==> src/rtl/pipe_ctrl_pkg.sv <==
// Shared types for the pipelined RV32I control unit: opcodes, control encodings, ID/EX bundle.
// PIPE_CTRL_ILLEGAL_TRAP_EN adds an illegal bit to the ID/EX bundle.
package pipe_ctrl_pkg;

    localparam logic [6:0] OP_LOAD  = 7'b0000011;
    localparam logic [6:0] OP_STORE = 7'b0100011;
    localparam logic [6:0] OP_R     = 7'b0110011;
    localparam logic [6:0] OP_B     = 7'b1100011;
    localparam logic [6:0] OP_I     = 7'b0010011;
    localparam logic [6:0] OP_JAL   = 7'b1101111;
    localparam logic [6:0] OP_JALR  = 7'b1100111;
    localparam logic [6:0] OP_LUI   = 7'b0110111;
    localparam logic [6:0] OP_AUIPC = 7'b0010111;

    typedef enum logic [2:0] {
        IMM_I = 3'b000,
        IMM_S = 3'b001,
        IMM_B = 3'b010,
        IMM_J = 3'b011,
        IMM_U = 3'b100
    } immsrc_t;

    typedef enum logic [1:0] {
        RES_ALU = 2'b00,
        RES_MEM = 2'b01,
        RES_PC4 = 2'b10,
        RES_IMM = 2'b11
    } resultsrc_t;

    typedef enum logic [3:0] {
        ALU_ADD  = 4'b0000,
        ALU_SUB  = 4'b0001,
        ALU_AND  = 4'b0010,
        ALU_OR   = 4'b0011,
        ALU_XOR  = 4'b0100,
        ALU_SLT  = 4'b0101,
        ALU_SLTU = 4'b0110,
        ALU_SLL  = 4'b0111,
        ALU_SRL  = 4'b1000,
        ALU_SRA  = 4'b1001
    } aluctrl_t;

    typedef struct packed {
        logic       regwrite;
        resultsrc_t resultsrc;
        logic       memwrite;
        logic       branch;
        logic       jump;
        logic       jalr;
        logic       alusrc_a;
        logic       alusrc_b;
        aluctrl_t   alucontrol;
        logic [2:0] funct3;
`ifdef PIPE_CTRL_ILLEGAL_TRAP_EN
        logic       illegal;
`endif
    } ctrl_e_t;

    // Shared R/I arithmetic decode; only register ops may turn funct7b5 into a subtract.
    function automatic aluctrl_t alu_arith(input logic [2:0] f3, input logic f7b5,
                                           input logic is_reg);
        case (f3)
            3'b000:  return (is_reg && f7b5) ? ALU_SUB : ALU_ADD;
            3'b001:  return ALU_SLL;
            3'b010:  return ALU_SLT;
            3'b011:  return ALU_SLTU;
            3'b100:  return ALU_XOR;
            3'b101:  return f7b5 ? ALU_SRA : ALU_SRL;
            3'b110:  return ALU_OR;
            default: return ALU_AND;
        endcase
    endfunction

endpackage

==> src/rtl/pipe_ctrl_unit_if.sv <==
// Decode-side inputs, hazard controls and per-stage control outputs of pipe_ctrl_unit.
// master = core datapath/hazard unit, slave = the control unit.
interface pipe_ctrl_unit_if;

    logic [6:0] op_d;
    logic [2:0] funct3_d;
    logic       funct7b5_d;
    logic       stall_e;
    logic       flush_e;
    logic       zero_e;
    logic       lt_e;
    logic       ltu_e;

    logic [2:0] immsrc_d;
    logic       illegal_d;
    logic [3:0] alucontrol_e;
    logic       alusrc_a_e;
    logic       alusrc_b_e;
    logic       pcsrc_e;
    logic       jalr_e;
    logic       resultsrc_e0;
    logic       regwrite_m;
    logic       memwrite_m;
    logic [1:0] resultsrc_m;
    logic       regwrite_w;
    logic [1:0] resultsrc_w;

    modport master (
        output op_d, funct3_d, funct7b5_d, stall_e, flush_e, zero_e, lt_e, ltu_e,
        input  immsrc_d, illegal_d, alucontrol_e, alusrc_a_e, alusrc_b_e, pcsrc_e,
               jalr_e, resultsrc_e0, regwrite_m, memwrite_m, resultsrc_m,
               regwrite_w, resultsrc_w
    );

    modport slave (
        input  op_d, funct3_d, funct7b5_d, stall_e, flush_e, zero_e, lt_e, ltu_e,
        output immsrc_d, illegal_d, alucontrol_e, alusrc_a_e, alusrc_b_e, pcsrc_e,
               jalr_e, resultsrc_e0, regwrite_m, memwrite_m, resultsrc_m,
               regwrite_w, resultsrc_w
    );

endinterface

==> src/rtl/pipe_ctrl_dec.sv <==
// Combinational main + ALU decode for RV32I in the Decode stage.
// PIPE_CTRL_ILLEGAL_TRAP_EN enables illegal detection and forces illegal instructions to a NOP.
module pipe_ctrl_dec
    import pipe_ctrl_pkg::*;
#(
    parameter int unsigned SUPPORT_U    = 1,
    parameter int unsigned SUPPORT_JALR = 1
) (
    input  logic [6:0] op,
    input  logic [2:0] funct3,
    input  logic       funct7b5,
    output ctrl_e_t    ctrl,
    output immsrc_t    immsrc,
    output logic       illegal
);

    ctrl_e_t raw;
    logic    known;

    always_comb begin
        raw        = '0;
        raw.funct3 = funct3;
        immsrc     = IMM_I;
        known      = 1'b1;
        case (op)
            OP_LOAD: begin
                raw.regwrite  = 1'b1;
                raw.resultsrc = RES_MEM;
                raw.alusrc_b  = 1'b1;
            end
            OP_STORE: begin
                raw.memwrite = 1'b1;
                raw.alusrc_b = 1'b1;
                immsrc       = IMM_S;
            end
            OP_R: begin
                raw.regwrite   = 1'b1;
                raw.alucontrol = alu_arith(funct3, funct7b5, 1'b1);
            end
            OP_I: begin
                raw.regwrite   = 1'b1;
                raw.alusrc_b   = 1'b1;
                raw.alucontrol = alu_arith(funct3, funct7b5, 1'b0);
            end
            OP_B: begin
                raw.branch     = 1'b1;
                raw.alucontrol = ALU_SUB;
                immsrc         = IMM_B;
            end
            OP_JAL: begin
                raw.regwrite  = 1'b1;
                raw.resultsrc = RES_PC4;
                raw.jump      = 1'b1;
                immsrc        = IMM_J;
            end
            OP_JALR: begin
                if (SUPPORT_JALR != 0) begin
                    raw.regwrite  = 1'b1;
                    raw.resultsrc = RES_PC4;
                    raw.jump      = 1'b1;
                    raw.jalr      = 1'b1;
                    raw.alusrc_b  = 1'b1;
                end else begin
                    known = 1'b0;
                end
            end
            OP_LUI: begin
                if (SUPPORT_U != 0) begin
                    raw.regwrite  = 1'b1;
                    raw.resultsrc = RES_IMM;
                    immsrc        = IMM_U;
                end else begin
                    known = 1'b0;
                end
            end
            OP_AUIPC: begin
                if (SUPPORT_U != 0) begin
                    raw.regwrite = 1'b1;
                    raw.alusrc_a = 1'b1;
                    raw.alusrc_b = 1'b1;
                    immsrc       = IMM_U;
                end else begin
                    known = 1'b0;
                end
            end
            default: known = 1'b0;
        endcase
    end

`ifdef PIPE_CTRL_ILLEGAL_TRAP_EN
    logic r_bad;
    logic illegal_w;

    // Only instr[30] is visible, so flag it where no RV32I R-op defines funct7 = 0100000.
    assign r_bad     = (op == OP_R) && funct7b5 && (funct3 != 3'b000) && (funct3 != 3'b101);
    assign illegal_w = ~known | r_bad;

    always_comb begin
        ctrl = raw;
        if (illegal_w) ctrl = '0;
        ctrl.illegal = illegal_w;
    end

    assign illegal = illegal_w;
`else
    always_comb begin
        ctrl = raw;
        if (!known) ctrl = '0;
    end

    assign illegal = 1'b0;
`endif

endmodule

==> src/rtl/pipe_ctrl_unit.sv <==
// Pipelined RV32I control unit: decode, ID/EX/MEM/WB control registers, Execute branch resolve.
// PIPE_CTRL_ILLEGAL_TRAP_EN carries an illegal bit through ID/EX (see pipe_ctrl_pkg).
module pipe_ctrl_unit
    import pipe_ctrl_pkg::*;
#(
    parameter int unsigned SUPPORT_U    = 1,
    parameter int unsigned SUPPORT_JALR = 1,
    parameter int unsigned FULL_BRANCH  = 1
) (
    input  logic           clk,
    input  logic           rst_n,
    pipe_ctrl_unit_if.slave cif
);

    ctrl_e_t    ctrl_d;
    ctrl_e_t    ctrl_e;
    immsrc_t    immsrc_dec;
    logic       illegal_dec;
    logic       taken;

    logic       regwrite_mq;
    logic       memwrite_mq;
    resultsrc_t resultsrc_mq;
    logic       regwrite_wq;
    resultsrc_t resultsrc_wq;

    pipe_ctrl_dec #(
        .SUPPORT_U    (SUPPORT_U),
        .SUPPORT_JALR (SUPPORT_JALR)
    ) u_dec (
        .op       (cif.op_d),
        .funct3   (cif.funct3_d),
        .funct7b5 (cif.funct7b5_d),
        .ctrl     (ctrl_d),
        .immsrc   (immsrc_dec),
        .illegal  (illegal_dec)
    );

    // Flush outranks stall so a squashed slot cannot be held alive.
    always_ff @(posedge clk) begin
        if (!rst_n) begin
            ctrl_e <= '0;
        end else if (cif.flush_e) begin
            ctrl_e <= '0;
        end else if (!cif.stall_e) begin
            ctrl_e <= ctrl_d;
        end
    end

    always_ff @(posedge clk) begin
        if (!rst_n) begin
            regwrite_mq  <= 1'b0;
            memwrite_mq  <= 1'b0;
            resultsrc_mq <= RES_ALU;
            regwrite_wq  <= 1'b0;
            resultsrc_wq <= RES_ALU;
        end else begin
            regwrite_mq  <= ctrl_e.regwrite;
            memwrite_mq  <= ctrl_e.memwrite;
            resultsrc_mq <= ctrl_e.resultsrc;
            regwrite_wq  <= regwrite_mq;
            resultsrc_wq <= resultsrc_mq;
        end
    end

    always_comb begin
        taken = 1'b0;
        case (ctrl_e.funct3)
            3'b000:  taken = cif.zero_e;
            3'b001:  taken = ~cif.zero_e;
            3'b100:  taken = (FULL_BRANCH != 0) &&  cif.lt_e;
            3'b101:  taken = (FULL_BRANCH != 0) && !cif.lt_e;
            3'b110:  taken = (FULL_BRANCH != 0) &&  cif.ltu_e;
            3'b111:  taken = (FULL_BRANCH != 0) && !cif.ltu_e;
            default: taken = 1'b0;
        endcase
    end

    assign cif.immsrc_d     = immsrc_dec;
    assign cif.illegal_d    = illegal_dec;
    assign cif.alucontrol_e = ctrl_e.alucontrol;
    assign cif.alusrc_a_e   = ctrl_e.alusrc_a;
    assign cif.alusrc_b_e   = ctrl_e.alusrc_b;
    assign cif.pcsrc_e      = ctrl_e.jump | (ctrl_e.branch & taken);
    assign cif.jalr_e       = ctrl_e.jalr;
    assign cif.resultsrc_e0 = ctrl_e.resultsrc[0];
    assign cif.regwrite_m   = regwrite_mq;
    assign cif.memwrite_m   = memwrite_mq;
    assign cif.resultsrc_m  = resultsrc_mq;
    assign cif.regwrite_w   = regwrite_wq;
    assign cif.resultsrc_w  = resultsrc_wq;

endmodule
==> src/flat_wrapper.sv <==
// flat-port wrapper written by rule: the top's interface ports become plain ports
module pipe_ctrl_unit_flat import pipe_ctrl_pkg::*;
#(
    parameter int unsigned SUPPORT_U    = 1,
    parameter int unsigned SUPPORT_JALR = 1,
    parameter int unsigned FULL_BRANCH  = 1
)
  (clk, rst_n, cif_op_d, cif_funct3_d, cif_funct7b5_d, cif_stall_e, cif_flush_e, cif_zero_e, cif_lt_e, cif_ltu_e, cif_immsrc_d, cif_illegal_d, cif_alucontrol_e, cif_alusrc_a_e, cif_alusrc_b_e, cif_pcsrc_e, cif_jalr_e, cif_resultsrc_e0, cif_regwrite_m, cif_memwrite_m, cif_resultsrc_m, cif_regwrite_w, cif_resultsrc_w);
  pipe_ctrl_unit_if cif_i ();
  input  logic clk;
  input  logic rst_n;
  input wire logic [$bits(cif_i.op_d)-1:0] cif_op_d;
  input wire logic [$bits(cif_i.funct3_d)-1:0] cif_funct3_d;
  input wire logic [$bits(cif_i.funct7b5_d)-1:0] cif_funct7b5_d;
  input wire logic [$bits(cif_i.stall_e)-1:0] cif_stall_e;
  input wire logic [$bits(cif_i.flush_e)-1:0] cif_flush_e;
  input wire logic [$bits(cif_i.zero_e)-1:0] cif_zero_e;
  input wire logic [$bits(cif_i.lt_e)-1:0] cif_lt_e;
  input wire logic [$bits(cif_i.ltu_e)-1:0] cif_ltu_e;
  output wire logic [$bits(cif_i.immsrc_d)-1:0] cif_immsrc_d;
  output wire logic [$bits(cif_i.illegal_d)-1:0] cif_illegal_d;
  output wire logic [$bits(cif_i.alucontrol_e)-1:0] cif_alucontrol_e;
  output wire logic [$bits(cif_i.alusrc_a_e)-1:0] cif_alusrc_a_e;
  output wire logic [$bits(cif_i.alusrc_b_e)-1:0] cif_alusrc_b_e;
  output wire logic [$bits(cif_i.pcsrc_e)-1:0] cif_pcsrc_e;
  output wire logic [$bits(cif_i.jalr_e)-1:0] cif_jalr_e;
  output wire logic [$bits(cif_i.resultsrc_e0)-1:0] cif_resultsrc_e0;
  output wire logic [$bits(cif_i.regwrite_m)-1:0] cif_regwrite_m;
  output wire logic [$bits(cif_i.memwrite_m)-1:0] cif_memwrite_m;
  output wire logic [$bits(cif_i.resultsrc_m)-1:0] cif_resultsrc_m;
  output wire logic [$bits(cif_i.regwrite_w)-1:0] cif_regwrite_w;
  output wire logic [$bits(cif_i.resultsrc_w)-1:0] cif_resultsrc_w;
  assign cif_i.op_d = cif_op_d;
  assign cif_i.funct3_d = cif_funct3_d;
  assign cif_i.funct7b5_d = cif_funct7b5_d;
  assign cif_i.stall_e = cif_stall_e;
  assign cif_i.flush_e = cif_flush_e;
  assign cif_i.zero_e = cif_zero_e;
  assign cif_i.lt_e = cif_lt_e;
  assign cif_i.ltu_e = cif_ltu_e;
  assign cif_immsrc_d = cif_i.immsrc_d;
  assign cif_illegal_d = cif_i.illegal_d;
  assign cif_alucontrol_e = cif_i.alucontrol_e;
  assign cif_alusrc_a_e = cif_i.alusrc_a_e;
  assign cif_alusrc_b_e = cif_i.alusrc_b_e;
  assign cif_pcsrc_e = cif_i.pcsrc_e;
  assign cif_jalr_e = cif_i.jalr_e;
  assign cif_resultsrc_e0 = cif_i.resultsrc_e0;
  assign cif_regwrite_m = cif_i.regwrite_m;
  assign cif_memwrite_m = cif_i.memwrite_m;
  assign cif_resultsrc_m = cif_i.resultsrc_m;
  assign cif_regwrite_w = cif_i.regwrite_w;
  assign cif_resultsrc_w = cif_i.resultsrc_w;
  pipe_ctrl_unit #(.SUPPORT_U(SUPPORT_U), .SUPPORT_JALR(SUPPORT_JALR), .FULL_BRANCH(FULL_BRANCH)) u_core (.clk(clk), .rst_n(rst_n), .cif(cif_i));
endmodule
==> config.mk <==
export PLATFORM = sky130hd
export DESIGN_NAME = pipe_ctrl_unit_flat
export DESIGN_NICKNAME = d
export VERILOG_FILES = /design/src/rtl/pipe_ctrl_pkg.sv /design/src/rtl/pipe_ctrl_unit_if.sv /design/src/rtl/pipe_ctrl_dec.sv /design/src/rtl/pipe_ctrl_unit.sv /design/src/flat_wrapper.sv
export SDC_FILE = /design/constraint.sdc
export NUM_CORES = 1
export LEC_CHECK = 0
export ABC_CLOCK_PERIOD_IN_PS = 1700
export BUFFER_PORTS_ARGS = -buffer_cell sky130_fd_sc_hd__buf_2
export CORE_MARGIN = 4
export CORE_UTILIZATION = 54
export CTS_BUF_LIST = sky130_fd_sc_hd__clkbuf_16
export DETAILED_ROUTE_END_ITERATION = 16
export GPL_TIMING_DRIVEN = 0
export PLACE_DENSITY = 0.91
export SLEW_MARGIN = 20
export SYNTH_ARGS = -nofsm -noshare
export SYNTH_HDL_FRONTEND = slang
export SYNTH_SLANG_ARGS = --single-unit
export TNS_END_PERCENT = 50
==> constraint.sdc <==
create_clock -name clk -period 1.7 [get_ports clk]
set_input_delay 0.17 -clock clk [delete_from_list [all_inputs] [get_ports clk]]
set_output_delay 0.17 -clock clk [all_outputs]
set_load 0.02 [all_outputs]
# Yosys cells after proc, flatten, opt, wreduce, memory -nomap -nowiden
# Cells that the tools add are included.
[classes]
n_eq_ne = 20
muxes = 17
bitwise = 4
n_reduce_logical = 10
[op_table]
columns = ["operator", "count"]
rows = [
  ["case mux 4 bit (7 select lines)", 2],
  ["== test 3 bit (second input constant)", 7],
  ["== test 7 x 6 -> 1 bit (second input constant)", 3],
  ["== test 7 bit (second input constant)", 3],
  ["two-way mux 16 bit", 1],
  ["== test 7 x 5 -> 1 bit (second input constant)", 2],
  ["case mux 3 bit (4 select lines)", 1],
  ["case mux 4 bit (3 select lines)", 1],
  ["two-way mux 1 bit", 10],
  ["OR reduction 9 bit", 1],
  ["== test 7 x 2 -> 1 bit (second input constant)", 1],
  ["OR reduction 7 bit", 1],
  ["== test 3 x 1 -> 1 bit (second input constant)", 2],
  ["== test 3 x 2 -> 1 bit (second input constant)", 2],
  ["zero test 3 bit", 2],
  ["case mux 1 bit (6 select lines)", 1],
  ["case mux 2 bit (3 select lines)", 1],
  ["OR reduction 2 bit", 3],
  ["OR reduction 5 bit", 1],
  ["zero test 1 bit", 2],
  ["inverter 1 bit", 2],
  ["bitwise AND 1 bit", 1],
  ["OR 1 bit", 1],
]
[word_totals]
ff_bits = 23
input_bits = 18
output_inout_bits = 20
elab_cells = 66

# Logic depth before layout (Yosys ltp)
# Gate-level depths: netlist of the first run.
[depth]
word_depth = 4
mapped_depth = 5
depth_no_buf = 3

# Cells and area by module
# Synthesis of the first run repeated with hierarchy kept, for this count alone.
[hier_totals]
cells_unflattened = 137
hier_area_um2 = 1243.7
[modules_own_cells]
columns = ["mod", "instances", "cells_each", "area_per_inst_um2", "seq_area_each_um2"]
rows = [
  ["pipe_ctrl_unit", 1, 78, 858.3, 460.4],
  ["pipe_ctrl_dec", 1, 59, 385.4, 0.0],
]

# Worst setup path before layout of the first run
# OpenSTA, ideal clock, no wires.
[synth_timing]
path_kind = "reg2out"
start = "register u_core.ctrl_e[1] (netlist bit)"
end = "output port cif_pcsrc_e"
arrival_ns = 1.052
required_ns = 1.530
path_slack_ns = 0.478
path_stages_with_launch = 4
path_buffers = 0
path_cell_list = "dfxtp_1 -> mux2i_1 -> xnor2_1 -> a311o_1"
[synth_via]
elab_chain_len = 4
elab_cells_between_ends = 9
classes_between = "5 x eq/ne; 1 x mux; 2 x bitwise; 1 x reduce/logical"
[synth_rtl]
columns = ["element", "line", "source"]
rows = [
  ["from (decl)", "pipe_ctrl_unit.sv:16", "ctrl_e_t ctrl_e;"],
  ["from (signal assigned)", "pipe_ctrl_unit.sv:46", "ctrl_e <= ctrl_d;"],
  ["== test 3 bit, or another cell as far along", "pipe_ctrl_unit.sv:68", "case (ctrl_e.funct3)"],
  ["case mux 1 bit (6 select lines) *", "pipe_ctrl_unit.sv:68", ""],
  ["bitwise AND 1 bit *", "pipe_ctrl_unit.sv:84", "assign cif.pcsrc_e = ctrl_e.jump | (ctrl_e.branch & taken);"],
  ["OR 1 bit *", "pipe_ctrl_unit.sv:84", ""],
  ["to (decl)", "flat_wrapper.sv:25", "output wire logic [$bits(cif_i.pcsrc_e)-1:0] cif_pcsrc_e;"],
]
# Mark *: on every way between the ends. The rest lies on a longest branch, timed or not.

# Worst setup path in the final report of the first run
# Ends and elaborated chain as after synthesis.

==> run summary, run 1 <==
Distinct cells, synth: 45
Hold_ws: 223 ps
Die area: 3110 um^2
Max-slew violations: 0
First-pass GRT wire length: 4.86 mm
Max-cap violations: 0
Final Skew: 0.604 ps
Outcome: finished, final reports clean
Syn avg cell area: 8.57 um^2
Max Fclk: 0.614 GHz
DP HPWL: 2.18 mm
Final clock period utilization by the worst path: 95.8%
Required @ worst endpoint: 1530 ps
Min-Delay Path Class: input port to register
Synthesis Warnings: 0
Initial antenna violation count: 0
Min Tclk post-route: 1630 ps
Buffers on Ports: 33
Clock tree buffer depth: 2
Vias: 1179
Final hold violations: 0
Wirelength per Cell: 13.8 um
RSZ-0062 raised after global routing: false
Max VDD drop: 0.611 mV
Top_reg_cell synth: dfxtp_1
Vias/cell: 5.64
Largest net degree at the start of global routing: 14
Area grow syn2layout: 22.7%
Initial core utilization: 56.3%
Vias in the first global route: 1114
Clock sinks: 23
Root Buffer: clkbuf_16
Routed Antenna Nets: 0
Commonest non-fill, non-tap cells in the layout: buf_2 (37), dfxtp_1 (23), a21oi_1 (13), and2_1 (11), nand2_1 (11)
Overflow after GRT: 0
Final Total Pwr: 1.19 mW
Post-CTS Resized: 0
Crit Path Class: register to primary output
# diodes: 0
Multiplexer area fraction after synthesis: 1.72%
CP arrival: 1460 ps
Synth Area in Compound Gates: 18.8%
# DRC: 0
Crit Path Max Fanout: 3
Die Wd: 55.8 um
Power per standard cell area: 788 nW/um^2
# rows: 17
Mapped Area: 1230 um^2
Async SR Flop Fraction: 0%
CP endpoint kind: primary output
H-tree Lvls: 1
CP Launch Type: register
Final wirelength: 2.89 mm
CORE AREA: 2190 um^2
Layout cells sized above 1: 32.6%
Largest family of logic cells by synthesized area: simple AND/OR/NAND/NOR gates
GPL Wtd Cong: 0.841
Adder-cell share of the synthesized area: 0%
TNS Setup: 0 ps
Total GRT Usage: 19.1%
R2R depth: 3
CTS Hold Bufs: 0
# Post-CTS Setup Buffers: 0
CTS tree: yes
# IOs: 38
Synth Register Bits: 23
Most common cell after layout, fill and taps aside: buf_2
Post-Synth Simple-Gate Area: 30.3%
Iter 0 DRT Violations: 36
Mapped Nets: 162
LEAKAGE: 0.637 nW
TritonRoute pass-1 iters: 4
Post-Syn Instances: 144
Final nets: 200
Die Ht: 55.8 um
Final setup violation count: 0
Clock Pin Slew Worst Setup and Hold Paths: 60 ps
XOR/XNOR Fraction of Synth Area: 1.42%
Total CTS buffers: 3
WHS Path Cells: 2
Seq/Total Area, Yosys: 37.3%
Clk Latency, worst-skew pair: 250 ps
EDFF count, synth: 0
Final core occ: 69.1%
critical path: stages (launching register included):
cell and delay (ps):
dfxtp_1 380, mux2i_1 230, xnor2_1 90, a311o_1 350, buf_2 160
registers in the layout, indices dropped and copies added, names as in the netlist:
register                 cells
u_core.cif.alucontrol_e      4
u_core.cif.regwrite_w        1
u_core.cif.resultsrc_w       2
u_core.cif.regwrite_m        1
u_core.cif.resultsrc_e0      1
u_core.ctrl_e                8
u_core.cif.alusrc_b_e        1
u_core.cif.jalr_e            1
u_core.cif.alusrc_a_e        1
u_core.cif.resultsrc_m       2
u_core.cif.memwrite_m        1
where the power goes:
part / switching (mW) / internal [mW] / total (mW)
clock: 0.178 / 0.316 / 0.494
sequential: 0.00249 / 0.544 / 0.547
combinational: 0.0911 / 0.0618 / 0.153
cells in the mapped netlist (3+ instances only):
cell type,n,area (um^2)
nand2_1,11,41.3
nand2b_1,4,25.0
and2_1,11,68.8
buf_6,3,33.8
nor2b_1,3,18.8
buf_4,8,60.1
a21oi_1,13,65.1
nand4_1,9,56.3
o21ai_0,4,20.0
nand3_1,9,45.0
buf_2,4,20.0
o21ai_1,4,20.0
dfxtp_1,23,460
nor2_1,4,15.0
path summary, 6_finish.rpt:
path / startpoint / to / slack [ps]
hold reg to reg: u_core.ctrl_e[14]$_SDFFE_PP0N_ / u_core.cif.resultsrc_m[1]$_SDFF_PN0_ / 450
setup reg to reg: u_core.cif.alucontrol_e[0]$_SDFFE_PP0N_ / u_core.cif.alucontrol_e[0]$_SDFFE_PP0N_ / 840
hold / removal: rst_n / u_core.cif.resultsrc_w[1]$_SDFF_PN0_ / 220
setup / recovery: u_core.ctrl_e[1]$_SDFFE_PP0N_ / cif_pcsrc_e / 70
through the flow:
step                worst slack (ps)  cell area [um^2]  cells
global placement                 388              1430    205
detailed placement               343              1430    205
CTS                             71.6              1510    209
global route                    35.9              1510    209
floorplan                        478              1230    144
finish                          71.9              1510    209
cell type report:
class	instances	area (um^2)
Buffer	17	121
Clock buffer	3	75.1
Clock inverter	1	5.00
Fill cell	181	677
Inverter	1	3.75
Multi-Input combinational cell	103	648
Sequential cell	23	460
Tap cell	28	35.0
Timing Repair Buffer	33	165
kinds of logic after synthesis:
logic type | after synthesis
multiplexers | 2
XOR/XNOR | 2
buffers and inverters | 18
AND/OR/NAND/NOR | 64
flip-flops | 23
AO/OA/AOI/OAI | 34
other | 1
layer usage:
layer  share of wire (%)  GRT usage [%]  vias to the layer above  wire length [um]
li1                    -              -                      588                 -
met1                  42           23.6                      539              1230
met2                  49           32.8                       45              1430
met3                 6.2           2.32                        7               178
met4                 1.9           9.03                        0                55
met5                   0              0                        -                 0
Power figures use the tool's default switching activity.
==> run 2: changes to the inputs <==
CAP_MARGIN = 20   (was default)
CORE_ASPECT_RATIO = 1.4   (was default)
HOLD_SLACK_MARGIN = 0.12   (was default)
==> run 2 against run 1 <==
Clock skew about the same; via count grew 2.7%; die area increased by 0.36%; clock power is 3% higher; register-to-register slack about the same; sequential power about the same; worst hold slack got worse by 22 ps; first-iteration DRC count grew 33%; largest cell class unchanged; highest routed layer unchanged.
==> run summary, run 2 (same netlist as run 1, synthesis figures left out) <==
Sequential Power Share: 45.1% (was 45.8%)
Multi-input gate area: 648 um^2 (unchanged)
Combinational power share: 12.8% (about the same)
CTS Hold Bufs: 0 (unchanged)
NetSw: 0.288 mW (was 0.272 mW)
TNS Setup: 0 ps (unchanged)
Buffers on Ports: 33 (unchanged)
GRT met1 Usage: 21.4% (was 23.6%)
# diodes: 0 (unchanged)
# rows: 20 (was 17)
Die area: 3120 um^2 (was 3110 um^2)
Sw Share: 23.7% (was 22.8%)
CORE AREA: 2180 um^2 (was 2190 um^2)
CTS tree: yes (unchanged)
Layout cells sized above 1: 32.6% (unchanged)
Crit Path Max Fanout: 3 (unchanged)
Max reg flops: 8 (unchanged)
Largest net degree at the start of global routing: 15 (was 14)
LEAKAGE: 0.633 nW (was 0.637 nW)
RSZ-0062 raised after global routing: false (unchanged)
Share of total power in the clock network: 42.1% (was 41.4%)
Final Skew: 0.743 ps (was 0.604 ps)
Commonest non-fill, non-tap cells in the layout: buf_2 (37), dfxtp_1 (23), a21oi_1 (13), and2_1 (11), nand2_1 (11) (unchanged)
Min Tclk post-route: 1640 ps (was 1630 ps)
Routed Antenna Nets: 0 (unchanged)
Most common cell after layout, fill and taps aside: buf_2 (unchanged)
Root Buffer: clkbuf_16 (unchanged)
Overflow after GRT: 0 (unchanged)
Clk Latency, worst-skew pair: 250 ps (about the same)
Final setup violation count: 0 (unchanged)
CP endpoint kind: primary output (unchanged)
# DRC: 0 (unchanged)
Vias: 1211 (was 1179)
Area grow syn2layout: 22.3% (was 22.7%)
Final hold violations: 0 (unchanged)
FF/Latch Area: 460 um^2 (unchanged)
Vias/cell: 5.97 (was 5.64)
Final nets: 200 (unchanged)
Top reg by flops: u_core.ctrl_e (unchanged)
Busiest grt layer: met2 (unchanged)
First-pass GRT wire length: 4.86 mm (unchanged)
Initial antenna violation count: 0 (unchanged)
H-tree Lvls: 1 (unchanged)
Final wirelength: 2.93 mm (was 2.89 mm)
Iter 0 DRT Violations: 48 (was 36)
CP arrival: 1470 ps (was 1460 ps)
Max-slew violations: 0 (unchanged)
P_int: 0.925 mW (was 0.922 mW)
Power per standard cell area: 803 nW/um^2 (was 788 nW/um^2)
CP Launch Type: register (unchanged)
# IOs: 38 (unchanged)
Max Fclk: 0.610 GHz (was 0.614 GHz)
Max-cap violations: 0 (unchanged)
Crit Path Class: register to primary output (unchanged)
Post-CTS Resized: 0 (unchanged)
WHS Path Cells: 2 (unchanged)
Total CTS buffers: 3 (unchanged)
Vias in the first global route: 1137 (was 1114)
R2R Setup Slk: 830 ps (was 840 ps)
Outcome: finished, final reports clean (unchanged)
Clock sinks: 23 (unchanged)
Min-Delay Path Class: input port to register (unchanged)
Wirelength per Cell: 14.4 um (was 13.8 um)
Met2 usage: 34.6% (was 32.8%)
Met3 usage: 2.07% (was 2.32%)
Clock Pin Slew Worst Setup and Hold Paths: 60 ps (about the same)
Die Wd: 48.4 um (was 55.8 um)
# Post-CTS Setup Buffers: 0 (unchanged)
Die Ht: 64.6 um (was 55.8 um)
Max VDD drop: 0.415 mV (was 0.611 mV)
Final clock period utilization by the worst path: 96.4% (was 95.8%)
Total GRT Usage: 19.3% (was 19.1%)
Clock tree buffer depth: 2 (unchanged)
Required @ worst endpoint: 1530 ps (about the same)
TritonRoute pass-1 iters: 4 (unchanged)
GPL Wtd Cong: 0.903 (was 0.841)
DP HPWL: 2.22 mm (was 2.18 mm)
Fillers: 175 (was 181)
R2R depth: 3 (unchanged)
Initial core utilization: 56.7% (was 56.3%)
Final Total Pwr: 1.21 mW (was 1.19 mW)
==> run 2: changes by cell type in the layout (fill, tap and decap cells not counted), sizes merged <==
cell,delta
clkinv,-1
clkinvlp,+1
==> run 2: layout make-up <==
| cell class | count | share of cell area [%] |
|---|---|---|
| clock inverter | 1 | 0.498 |
| buffer | 17 | 8.04 |
| tap | 22 | 1.82 |
| inverter | 1 | 0.249 |
| multi-input combinational | 103 | 43.0 |
| timing repair buffer | 33 | 10.9 |
| clock buffer | 3 | 4.98 |
| sequential | 23 | 30.5 |
==> run 2: path summary, 6_finish.rpt <==
kind | startpoint | to
max | u_core.ctrl_e[1]$_SDFFE_PP0N_ | cif_pcsrc_e
min reg2reg | u_core.cif.resultsrc_m[0]$_SDFF_PN0_ | u_core.cif.resultsrc_w[0]$_SDFF_PN0_
max reg2reg | u_core.cif.alucontrol_e[0]$_SDFFE_PP0N_ | u_core.cif.alucontrol_e[0]$_SDFFE_PP0N_
min | rst_n | u_core.cif.resultsrc_w[0]$_SDFF_PN0_
==> run 2: critical path, cell delays in order, from the launching register on <==
cell     delay [ps]
dfxtp_1         380
mux2i_1         240
xnor2_1          90
a311o_1         350
buf_2           160
==> run 2: power by group through the flow <==
stage,Combinational (mW),Clock [mW],Sequential (mW)
floorplan,0.0967,0,0.563
global placement,0.145,0,0.558
detailed placement,0.152,0,0.559
CTS,0.153,0.516,0.547
global route,0.171,0.536,0.547
finish,0.155,0.510,0.547
==> run 2: metrics by stage <==
| step | std cells | util (%) | area [um^2] | hold WS [ps] | setup slack (ps) |
|---|---|---|---|---|---|
| finish | 203 | 69.3 | 1510 | 201 | 60.6 |
| global route | 203 | 69.3 | 1510 | 226 | 16.6 |
| CTS | 203 | 69.3 | 1510 | 200 | 58.7 |
| detailed placement | 199 | 65.5 | 1430 | 441 | 336 |
| global placement | 199 | 65.5 | 1430 | 433 | 397 |
| floorplan | 144 | - | 1230 | 292 | 478 |
==> run 2: layer usage <==
metal | share of wire (%) | wire (um)
met5 | 0 | 0
met4 | 2.4 | 69
met1 | 38 | 1110
met2 | 54 | 1590
met3 | 5.4 | 158
